===== src/rtl/mem_access_stage_pkg.sv =====
// -----------------------------------------------------------------------------
// mem_access_stage_pkg
// Shared pipeline definitions for the MEM stage:
//   - write-back select encodings (WB_MemtoReg)
//   - data-memory access FSM states
//   - default ack timeout
// -----------------------------------------------------------------------------
package mem_access_stage_pkg;

  // Write-back select encodings. 2'b11 is reserved and behaves like ALU.
  localparam logic [1:0] WB_SEL_ALU = 2'b00;
  localparam logic [1:0] WB_SEL_MEM = 2'b01;
  localparam logic [1:0] WB_SEL_PC4 = 2'b10;

  // Cycles to wait for dm_ack before an access is abandoned.
  localparam int DEFAULT_TIMEOUT = 16;

  typedef enum logic {
    IDLE   = 1'b0,
    ACCESS = 1'b1
  } state_e;

endpackage


===== src/rtl/mem_access_stage_mem_wb.sv =====
// -----------------------------------------------------------------------------
// mem_access_stage_mem_wb
// MEM/WB pipeline register feeding the register file.
//   clk, rst      : clock, asynchronous active-low reset
//   bubble        : force the registered write enable to 0 this cycle
//   hold          : keep the registered destination and data unchanged
//   reg_write_in  : write enable from the MEM stage
//   addr_in       : destination register from the MEM stage
//   data_in       : selected write-back data from the MEM stage
//   reg_write     : registered write enable
//   addr          : registered destination register
//   data          : registered write-back data
// -----------------------------------------------------------------------------
module mem_access_stage_mem_wb
  import mem_access_stage_pkg::*;
(
  input  logic        clk,
  input  logic        rst,
  input  logic        bubble,
  input  logic        hold,
  input  logic        reg_write_in,
  input  logic [4:0]  addr_in,
  input  logic [31:0] data_in,
  output logic        reg_write,
  output logic [4:0]  addr,
  output logic [31:0] data
);

  // NOTE: sequential state uses non-blocking assignments so every register
  // samples its inputs from before the clock edge, independent of statement order.
  always_ff @(posedge clk or negedge rst) begin
    if (!rst) begin
      reg_write <= 1'b0;
      addr      <= '0;
      data      <= '0;
    end else begin
      reg_write <= bubble ? 1'b0 : reg_write_in;
      if (!hold) begin
        addr <= addr_in;
        data <= data_in;
      end
    end
  end

endmodule


===== src/rtl/mem_access_stage.sv =====
// -----------------------------------------------------------------------------
// mem_access_stage
// MEM stage of the pipeline. Issues data-memory accesses over a req/ack bus,
// stalls the front of the pipe while an access is outstanding, selects the
// write-back data and registers the MEM/WB outputs.
//   clk, rst            : clock, asynchronous active-low reset
//   WB_MemtoReg_mem     : write-back select (ALU / load / PC+4)
//   WB_RegWrite_mem     : register-file write enable
//   MEM_MemWrite_mem    : store enable
//   RegWriteAddr_mem    : destination register
//   PC_mem              : PC of the instruction
//   ALUResult_mem       : effective address or ALU result
//   MemWriteData_mem    : store data
//   dm_req/we/addr/wdata: data-memory request (combinational)
//   dm_ack, dm_rdata    : data-memory completion and load data
//   mem_stall           : hold EX/MEM and earlier stages
//   *_wb                : registered MEM/WB outputs
//   bus_err             : one-cycle pulse, access timed out
//   align_err           : one-cycle pulse, misaligned access dropped
// -----------------------------------------------------------------------------
module mem_access_stage
  import mem_access_stage_pkg::*;
#(
  parameter int TIMEOUT = DEFAULT_TIMEOUT,
  parameter int CNT_W   = 5
) (
  input  logic        clk,
  input  logic        rst,
  input  logic [1:0]  WB_MemtoReg_mem,
  input  logic        WB_RegWrite_mem,
  input  logic        MEM_MemWrite_mem,
  input  logic [4:0]  RegWriteAddr_mem,
  input  logic [31:0] PC_mem,
  input  logic [31:0] ALUResult_mem,
  input  logic [31:0] MemWriteData_mem,
  output logic        dm_req,
  output logic        dm_we,
  output logic [31:0] dm_addr,
  output logic [31:0] dm_wdata,
  input  logic        dm_ack,
  input  logic [31:0] dm_rdata,
  output logic        mem_stall,
  output logic        WB_RegWrite_wb,
  output logic [4:0]  RegWriteAddr_wb,
  output logic [31:0] RegWriteData_wb,
  output logic        bus_err,
  output logic        align_err
);

  state_e           state, state_next;
  logic [CNT_W-1:0] cnt, cnt_next;

  logic        is_access;
  logic        misaligned;
  logic        need;
  logic        at_limit;
  logic        done;
  logic        timed_out;
  logic [31:0] load_data;
  logic [31:0] wb_data;

  // Access classification. Misaligned accesses are dropped before the bus.
  assign is_access  = MEM_MemWrite_mem | (WB_MemtoReg_mem == WB_SEL_MEM);
  assign misaligned = is_access & (ALUResult_mem[1:0] != 2'b00);
  assign need       = is_access & ~misaligned;

  assign dm_req   = need;
  assign dm_we    = MEM_MemWrite_mem;
  assign dm_addr  = ALUResult_mem;
  assign dm_wdata = MemWriteData_mem;

  // An ack on the last allowed cycle wins over the timeout.
  assign at_limit  = (state == ACCESS) && (cnt == CNT_W'(TIMEOUT - 1));
  assign done      = dm_ack | at_limit;
  assign timed_out = need & at_limit & ~dm_ack;

  // Combinational so a zero-wait memory costs no stall cycle.
  assign mem_stall = need & ~done;

  always_ff @(posedge clk or negedge rst) begin
    if (!rst) begin
      state <= IDLE;
      cnt   <= '0;
    end else begin
      state <= state_next;
      cnt   <= cnt_next;
    end
  end

  // NOTE: every signal driven here gets a default first, so no path leaves it
  // unassigned and no latch is inferred.
  always_comb begin
    state_next = state;
    cnt_next   = cnt;
    unique case (state)
      IDLE: begin
        cnt_next = '0;
        if (need && !dm_ack) state_next = ACCESS;
      end
      ACCESS: begin
        cnt_next = cnt + CNT_W'(1);
        // Leaving also covers the request vanishing, so the FSM never sticks.
        if (done || !need) begin
          state_next = IDLE;
          cnt_next   = '0;
        end
      end
      default: begin
        state_next = IDLE;
        cnt_next   = '0;
      end
    endcase
  end

  // Write-back select; an abandoned load returns zero.
  always_comb begin
    load_data = timed_out ? 32'h0 : dm_rdata;
    wb_data   = ALUResult_mem;
    case (WB_MemtoReg_mem)
      WB_SEL_MEM: wb_data = load_data;
      WB_SEL_PC4: wb_data = PC_mem + 32'd4;
      default:    wb_data = ALUResult_mem;
    endcase
  end

  always_ff @(posedge clk or negedge rst) begin
    if (!rst) begin
      bus_err   <= 1'b0;
      align_err <= 1'b0;
    end else begin
      bus_err   <= timed_out;
      align_err <= misaligned;
    end
  end

  mem_access_stage_mem_wb u_mem_wb (
    .clk          (clk),
    .rst          (rst),
    .bubble       (mem_stall),
    .hold         (mem_stall),
    .reg_write_in (WB_RegWrite_mem & ~misaligned),
    .addr_in      (RegWriteAddr_mem),
    .data_in      (wb_data),
    .reg_write    (WB_RegWrite_wb),
    .addr         (RegWriteAddr_wb),
    .data         (RegWriteData_wb)
  );

endmodule


===== config.mk =====
export PLATFORM = sky130hd
export DESIGN_NAME = mem_access_stage
export DESIGN_NICKNAME = d
export VERILOG_FILES = /design/src/rtl/mem_access_stage_pkg.sv /design/src/rtl/mem_access_stage_mem_wb.sv /design/src/rtl/mem_access_stage.sv
export SDC_FILE = /design/constraint.sdc
export NUM_CORES = 1
export LEC_CHECK = 0
export ABC_AREA = 1
export ABC_CLOCK_PERIOD_IN_PS = 2300
export BUFFER_PORTS_ARGS = -buffer_cell sky130_fd_sc_hd__buf_2
export CAP_MARGIN = 30
export CORE_AREA = 2 2 98 100
export CTS_BUF_LIST = sky130_fd_sc_hd__clkbuf_8
export CTS_CLUSTER_SIZE = 14
export DETAILED_ROUTE_END_ITERATION = 6
export DIE_AREA = 0 0 100 102
export PLACE_DENSITY = 0.83
export SLEW_MARGIN = 0
export SYNTH_ARGS = -nofsm -noshare
export SYNTH_HDL_FRONTEND = slang
export SYNTH_SLANG_ARGS = --single-unit

===== constraint.sdc =====
create_clock -name clk -period 2.3 [get_ports clk]
set_clock_uncertainty 0.1 [all_clocks]
set_input_delay 0.46 -clock clk [delete_from_list [all_inputs] [get_ports clk]]
set_output_delay 0.46 -clock clk [all_outputs]
set_load 0.005 [all_outputs]

==> results.yml, run 1 <==
status:
  outcome: "finished, final reports clean"
yosys:
  netlist_area_um2: 4030
  yosys.area.top_type: "dfrtp_1"
  synth-seq-cells: 46
  synth_cells: 633
  seq_area_frac_synth_pct: 28.6
  synthTopCellsByCount: "224 x nand2_1, 82 x nor2_1, 71 x buf_4, 67 x nand3_1, 50 x inv_1"
  post-synth-top-count-cell: "nand2_1"
  ys_warn_count: 0
  synth.avg_cell_area_um2: 6.36
  syn-num-nets: 778
  yosys.cell_types.count: 27
  synthFlopType: "dfrtp_1"
  yosys-top-cells-area: "dfrtp_1 29%, nand2_1 21%, buf_4 13%"
  async_flop_share_pct: 100
  synth_edf_count: 0
  synth_top_area_share_pct: 28.6
worst_setup_path:
  critical_path.max_fanout: 4
  end_kind: "output port"
  rr_startpoint: "cnt[0]"
  worst-setup-path-type: "reg -> out"
  setup.worst_path.start_class: "flop"
  cp.arrival_ps: 1640
  startpoint: "cnt[0]"
  cp.required_ps: 1740
power_and_ir_drop:
  max-vdd-ir-drop_v: 0.000273
  finalPower_mw: 2.22
  p_per_area_nw_per_um2: 473
  p_leak_nw: 2.62
routing:
  detail-route-antenna-nets: 0
  drcViolationCount: 0
  viasPerCell: 4.90
  drtIter0Drc: 209
  dr.pass1.iters: 5
  wire_per_inst_um: 14.4
  wirelength_mm: 12.4
  vias: 4223
clock_tree:
  cts_sinks: 46
  root_buffer: "clkbuf_8"
  htree_num_levels: 2
  cts_tree: "yes"
  numCtsBuffers: 5
  clkLatencyLatePin_ps: 300
  clk_path_buf_depth: 2
  clk_pin_slew_worst_paths_ps: 90
sta:
  slew_violations: 0
  hold_viol_final: 0
  period_needed_ps: 2200
  worst_pin_slew_ps: 615
  rsz0062_at_grt: "no"
  post-route-period-util_pct: 95.8
  finalSetupTns_ps: 0
  setup-violations-final: 0
  maxSlewHeadroom_pct: 59.0
  clock.fmax_mhz: 454
global_routing:
  grt_usage_pct: 24.2
  grt_max_degree: 47
  grt_pass1_wl_mm: 19.4
  grt_pass1_vias: 3933
  grt_overflow: 0
  antenna_found_initial: 0
layout:
  final.fill_count: 979
  multi_input_area_um2: 2060
  nets: 893
  seq_area_um2: 1150
  area_growth_pct: 16.3
  drive_above_1_share_pct: 32.0
placement:
  numPortBuffers: 182
  gp_congestion: 0.969
  dp_hpwl_mm: 10.0
die:
  start_util_pct: 44.2
  core_area_um2: 9110
  rows: 35
  dieArea_um2: 10200
  die_x_um: 100
  ios: 247
  fp.dieH_um: 102
flow_run:
  maxCapViolations: 0
min_path:
  holdCritPathClass: "in -> async"
-- through the flow --
stage               instances  utilization (%)  instance area, um^2  setup slack (ps)  hold slack, ps
detailed placement        850             50.0                 4550               273             356
global route              860             51.4                 4680              14.9             199
global placement          850             50.0                 4550               324             349
finish                    861             51.4                 4680              95.6             138
floorplan                 633                -                 4030               323            64.4
CTS                       858             51.2                 4660              15.3             159
-- state kept, by name (all words and copies together) (netlist names) --
name and cells:
u_mem_wb.data 32, cnt 5, u_mem_wb.addr 5, align_err 1, bus_err 1, state 1
u_mem_wb.reg_write 1
-- cell type report --
class	instances	share of cell area (%)
antenna	1	0.0534
clock inverter	3	0.882
tap	111	2.97
sequential	46	24.6
timing repair buffer	194	21.6
multi-input combinational	447	44.0
clock buffer	5	1.47
inverter	54	4.38
-- report_power, final --
group / internal, mW / total (mW) / switching (mW)
Clock: 0.320 / 0.614 / 0.293
Combinational: 0.281 / 0.656 / 0.375
Sequential: 0.898 / 0.946 / 0.0476
-- final timing paths --
kind,endpoint,slack (ps),cells past startpoint
setup / recovery,mem_stall,100,7
hold / removal,u_mem_wb.data[8],140,2
setup reg to reg,u_mem_wb.data[10],200,12
hold reg to reg,u_mem_wb.addr[0],380,2
max in group asynchronous,u_mem_wb.addr[4],1540,2
min in group clk,u_mem_wb.addr[0],250,3
-- repair_timing --
| item | in CTS | in global routing |
|---|---|---|
| buffers inserted | 0 | 2 |
| hold buffers | 0 | 0 |
| resized for setup | 0 | 1 |
| endpoints found under the setup margin | 0 | 1 |
-- worst max-delay path, stage by stage (launching register included) --
cell	delay, ps
dfrtp_1	410
ha_2	200
and3_1	180
ha_1	190
nand2_2	90
nand3_4	90
inv_4	80
buf_2	110
-- kinds of logic (layout without fill, tap and decap cells) --
kind of cell	count (synthesis)	after routing	synth area share (%)
simple gates	403	403	43.4
buf+inv	140	256	20.3
flops	46	46	28.6
compound gates	37	37	5.78
fa+ha+maj	5	5	1.55
xor+xnor	2	2	0.435
other cells	0	1	0
-- cells in the final DEF, fill, tap and decap left out, types with 5 or more instances in the layout --
master / Yosys / final
nand2_1: 224 / 224
buf_2: 6 / 182
nor2_1: 82 / 82
nand3_1: 67 / 67
inv_1: 50 / 50
dfrtp_1: 46 / 46
a21oi_1: 13 / 13
buf_4: 71 / 11
nor2_2: 10 / 10
o21bai_1: 8 / 8
nand2_2: 7 / 7
o21ai_0: 7 / 7
nor2_4: 6 / 6
o211ai_1: 5 / 5
clkbuf_8: 0 / 5
-- layer usage --
layer	track usage, %	wire length [um]	vias up
met4	8.01	293	0
met5	0	0	-
met3	6.63	1180	29
li1	-	-	2122
met1	28.4	4900	1846
met2	43.0	6060	226
No activity file was read; power rests on OpenSTA's default activity.
==> inputs of run 2 (changes only) <==
- CORE_AREA: 2 2 98 100 -> 4 4 111 92
- DIE_AREA: 0 0 100 102 -> 0 0 115 96
- SETUP_SLACK_MARGIN: default -> 0.3
==> results.yml, run 2 (same netlist as run 1, synthesis figures left out) <==
status:
  outcome: "finished, final reports clean"
worst_setup_path:
  rr_startpoint: "cnt[0]"
  critical_path.max_fanout: 2
  cp.arrival_ps: 1570
  reg2reg_depth: 13
  setup.worst_path.start_class: "flop"
  end_kind: "output port"
  cp.required_ps: 1740
  worst-setup-path-type: "reg -> out"
  r2r_end: "u_mem_wb.data[3]"
  r2r_slack_ps: 240
power_and_ir_drop:
  combPwrFrac_pct: 31.9
  p_switching_mw: 0.747
  p_leak_nw: 2.70
  seqPwrFrac_pct: 44.0
  p_per_area_nw_per_um2: 443
  max-vdd-ir-drop_v: 0.000331
  switching_share_pct: 34.7
  clockPowerShare_pct: 24.1
  p_int_mw: 1.41
layout:
  n_antenna_cell: 0
  area_growth_pct: 20.6
  final_cell_mix: "211 x nand2_1, 181 x buf_2, 82 x nor2_1"
  stdcell_area_um2: 4860
  final_common_cell: "nand2_1"
  largest_reg_flops: 32
  fin_cells: 870
  drive_above_1_share_pct: 35.4
  nets: 899
  largest-register: "u_mem_wb.data"
  reg_top3: "u_mem_wb.data x32, cnt x5, u_mem_wb.addr x5"
clock_tree:
  clk_path_buf_depth: 2
  cts_hold_buffers: 0
  root_buffer: "clkbuf_8"
  cts_tree: "yes"
  htree_num_levels: 2
  clk_pin_slew_worst_paths_ps: 100
  cts_sinks: 46
  numCtsBuffers: 5
  clkLatencyLatePin_ps: 310
sta:
  period_needed_ps: 2130
  finalSetupTns_ps: 0
  rsz0062_at_grt: "yes"
  worst_pin_slew_ps: 546
  slew_violations: 0
  clock.fmax_mhz: 469
  post-route-period-util_pct: 92.6
  hold_viol_final: 0
  whs_ps: 28.6
  maxSlewHeadroom_pct: 63.6
  setup-violations-final: 0
die:
  ios: 247
  core_area_um2: 9000
  rows: 31
  die_x_um: 115
  start_util_pct: 44.7
  fp.dieH_um: 96
  dieArea_um2: 11000
placement:
  dp_hpwl_mm: 10.5
  gp_congestion: 0.866
  placed_area_um2: 4570
  numPortBuffers: 182
  place_inst: 854
flow_run:
  maxCapViolations: 0
routing:
  drtIter0Drc: 376
  wirelength_mm: 13.2
  dr.pass1.iters: 5
  detail-route-antenna-nets: 0
  viasPerCell: 4.99
  wire_per_inst_um: 15.2
  vias: 4337
  drcViolationCount: 0
global_routing:
  grt_overflow: 0
  antenna_found_initial: 1
  grt_pass1_wl_mm: 19.7
  grt_usage_pct: 23.0
  grt_pass1_vias: 3986
  grt_max_degree: 42
min_path:
  holdCritPathClass: "in -> async"
[run 2: cell type report]
class                      instances  area [um^2]
clock buffer                       5         68.8
clock inverter                     3         21.3
fill                             905         4140
inverter                          54          218
multi-input combinational        447         2160
sequential                        46         1150
tap                              115          144
timing repair buffer             199         1090
timing repair inverter             1         11.3
[run 2: worst max path at each step]
stage,depth (start not counted),start,to,slack (ps)
floorplan,7,cnt[0],mem_stall,320
global placement,12,cnt[0],u_mem_wb.data[14],280
detailed placement,12,cnt[0],u_mem_wb.data[7],230
CTS,7,cnt[1],mem_stall,180
global route,7,cnt[0],mem_stall,120
finish,7,cnt[0],mem_stall,170
[run 2: what timing repair did]
| action | CTS | global route |
|---|---|---|
| pin swaps | 3 | 11 |
| gates cloned | 0 | 1 |
| gates resized for setup | 8 | 29 |
| setup buffers | 5 | 2 |
| endpoints found under the setup margin | 33 | 37 |
[run 2: worst max-delay path, stage by stage, from the launching register on]
cell and delay [ps]:
dfrtp_1 400, ha_2 200, and3_4 180, ha_4 160, nand2_4 70, nand3_4 80
inv_4 80, buf_6 90
[run 2: through the flow]
step	total power, mW	util, %	setup slack (ps)
after detailed placement	1.63	50.8	229
after floorplan	1.36	-	323
final	2.15	54.0	169
after CTS	2.16	52.6	176
after global routing	2.30	54.0	122
after global placement	1.62	50.8	283
[run 2: power by group through the flow]
stage	clock network (mW)	registers, mW	logic, mW
6_report	0.518	0.947	0.687
5_1_grt	0.566	0.960	0.775
4_1_cts	0.537	0.947	0.674
3_5_place_dp	0	0.960	0.669
3_3_place_gp	0	0.961	0.659
2_1_floorplan	0	0.968	0.393
[run 2: routing by layer]
| layer | vias to the layer above | global-route usage [%] | part of all wire [%] |
|---|---|---|---|
| li1 | 2135 | - | - |
| met1 | 1954 | 27.8 | 39 |
| met3 | 19 | 6.41 | 11 |
| met2 | 227 | 40.6 | 49 |
| met5 | - | 0 | 0.091 |
| met4 | 2 | 5.87 | 1.5 |
==> inputs of run 3 (changes only) <==
- CORE_AREA: 4 4 111 92 -> 2 2 109 90
- DIE_AREA: 0 0 115 96 -> 0 0 111 92
- SETUP_SLACK_MARGIN: 0.3 -> default
==> results.yml, run 3 (same netlist as run 1, synthesis figures left out) <==
global_routing:
  grt_overflow: 0
  grt_usage_pct: 24.1
  antenna_found_initial: 1
  grt_max_degree: 34
  grt_pass1_wl_mm: 19.7
  grt_pass1_vias: 3901
min_path:
  min_path_cells: 3
  min_to: "u_mem_wb.addr[3]"
  hp-start: "RegWriteAddr_mem[3]"
  holdCritPathClass: "in -> reg"
sta:
  setup-violations-final: 0
  finalSetupTns_ps: 0
  slew_violations: 0
  post-route-period-util_pct: 95.4
  maxSlewHeadroom_pct: 69.4
  worst_pin_slew_ps: 459
  hold_viol_final: 0
  clock.fmax_mhz: 456
  period_needed_ps: 2190
  rsz0062_at_grt: "no"
clock_tree:
  root_buffer: "clkbuf_8"
  numCtsBuffers: 5
  cts_tree: "yes"
  cts_sinks: 46
  clkLatencyLatePin_ps: 300
  htree_num_levels: 2
  clk_path_buf_depth: 2
  clk_pin_slew_worst_paths_ps: 100
die:
  fp.dieH_um: 92
  ios: 247
  dieArea_um2: 10200
  die_x_um: 111
  core_area_um2: 9250
  start_util_pct: 43.5
  rows: 32
layout:
  n_antenna_cell: 0
  final_common_cell: "nand2_1"
  area_growth_pct: 16.7
  seq_area_um2: 1150
  final_util_pct: 50.8
  drive_above_1_share_pct: 32.4
  final.fill_count: 987
  final_cell_mix: "224 x nand2_1, 182 x buf_2, 82 x nor2_1"
  largest-register: "u_mem_wb.data"
  nets: 896
  largest_reg_flops: 32
  multi_input_area_um2: 2060
  reg_top3: "u_mem_wb.data x32, cnt x5, u_mem_wb.addr x5"
worst_setup_path:
  cp_cell_sequence: "ha_2 > and3_1 > ha_2 > nand2_2 > nand3_4 > inv_4 > buf_2"
  worst-setup-path-type: "reg -> out"
  cp.arrival_ps: 1630
  cpMostUsedCell: "ha_2"
  rr_startpoint: "cnt[1]"
  crit_family: "flip-flops"
  setup.worst_path.start_class: "flop"
  critPathBufInv: 2
  end_kind: "output port"
  reg2reg_depth: 12
  cp.required_ps: 1740
  max_stage_delay_ps: 410
  r2r_end: "u_mem_wb.data[7]"
  critical_path.max_fanout: 4
  cpMaxStageDelayCell: "dfrtp_1"
  r2r_slack_ps: 330
routing:
  viasPerCell: 4.82
  drtIter0Drc: 378
  dr.pass1.iters: 5
  dr_wl_met3_mm: 1.25
  detail-route-antenna-nets: 0
  vias: 4197
  drcViolationCount: 0
  wire_per_inst_um: 13.9
  top_layer: "met4"
  wl_met1_mm: 5.03
  wirelength_mm: 12.1
  met2_length_mm: 5.78
power_and_ir_drop:
  p_per_area_nw_per_um2: 451
  p_leak_nw: 2.62
  max-vdd-ir-drop_v: 0.000252
status:
  outcome: "finished, final reports clean"
placement:
  numPortBuffers: 182
  gp_congestion: 0.916
  dp_hpwl_mm: 9.89
flow_run:
  maxCapViolations: 0
[run 3: timing repair]
action / CTS / global route
resized for setup: 0 / 2
cloned: 0 / 0
pin swaps: 0 / 1
hold endpoints to repair: 10 / 0
setup endpoints to repair: 1 / 1
setup buffers: 1 / 1
hold buffers: 1 / 0
[run 3: metal layers]
metal / track usage [%] / up-vias
li1: - / 2126
met1: 31.7 / 1836
met2: 41.2 / 231
met3: 5.88 / 4
met4: 3.44 / 0
met5: 0 / -
[run 3: cell type report]
cell class	instances	share of cell area, %
multi-input cells	447	43.9
flip-flops and latches	46	24.5
repair buffers	197	22.1
clock inverters	3	0.453
well taps	119	3.17
clock buffers	5	1.47
inverters	54	4.37
[run 3: worst max-delay path by stage]
stage / slack (ps) / from / to / cells past startpoint
2_1_floorplan: 320 / cnt[0] / mem_stall / 7
3_3_place_gp: 340 / cnt[0] / u_mem_wb.data[11] / 12
3_5_place_dp: 260 / cnt[0] / u_mem_wb.data[7] / 12
4_1_cts: 20 / cnt[0] / mem_stall / 7
5_1_grt: 10 / cnt[1] / mem_stall / 7
6_report: 110 / cnt[1] / mem_stall / 7
[run 3: per-stage QoR]
step                      total power [mW]  cells  instance area (um^2)  hold WS, ps  setup slack, ps
final                                 2.12    871                  4700          253              106
after CTS                             2.15    870                  4680          244             19.7
after detailed placement              1.63    860                  4580          339              258
after floorplan                       1.36    633                  4030         64.4              323
after global routing                  2.27    871                  4700          258             12.4
after global placement                1.62    860                  4580          331              339
[run 3: where the power goes]
group,switching [mW],internal [mW]
Combinational,0.373,0.285
Clock,0.298,0.214
Sequential,0.0523,0.898
[run 3: worst reg2reg max path, cell delays in order, from the launching register on]
cell	delay (ps)
dfrtp_1	410
ha_2	190
and3_1	190
ha_2	170
nand2_2	90
inv_2	50
nand4_4	80
nand2_2	70
inv_2	220
nand2_1	80
nand2_1	70
nand2_1	40
a21oi_1	140
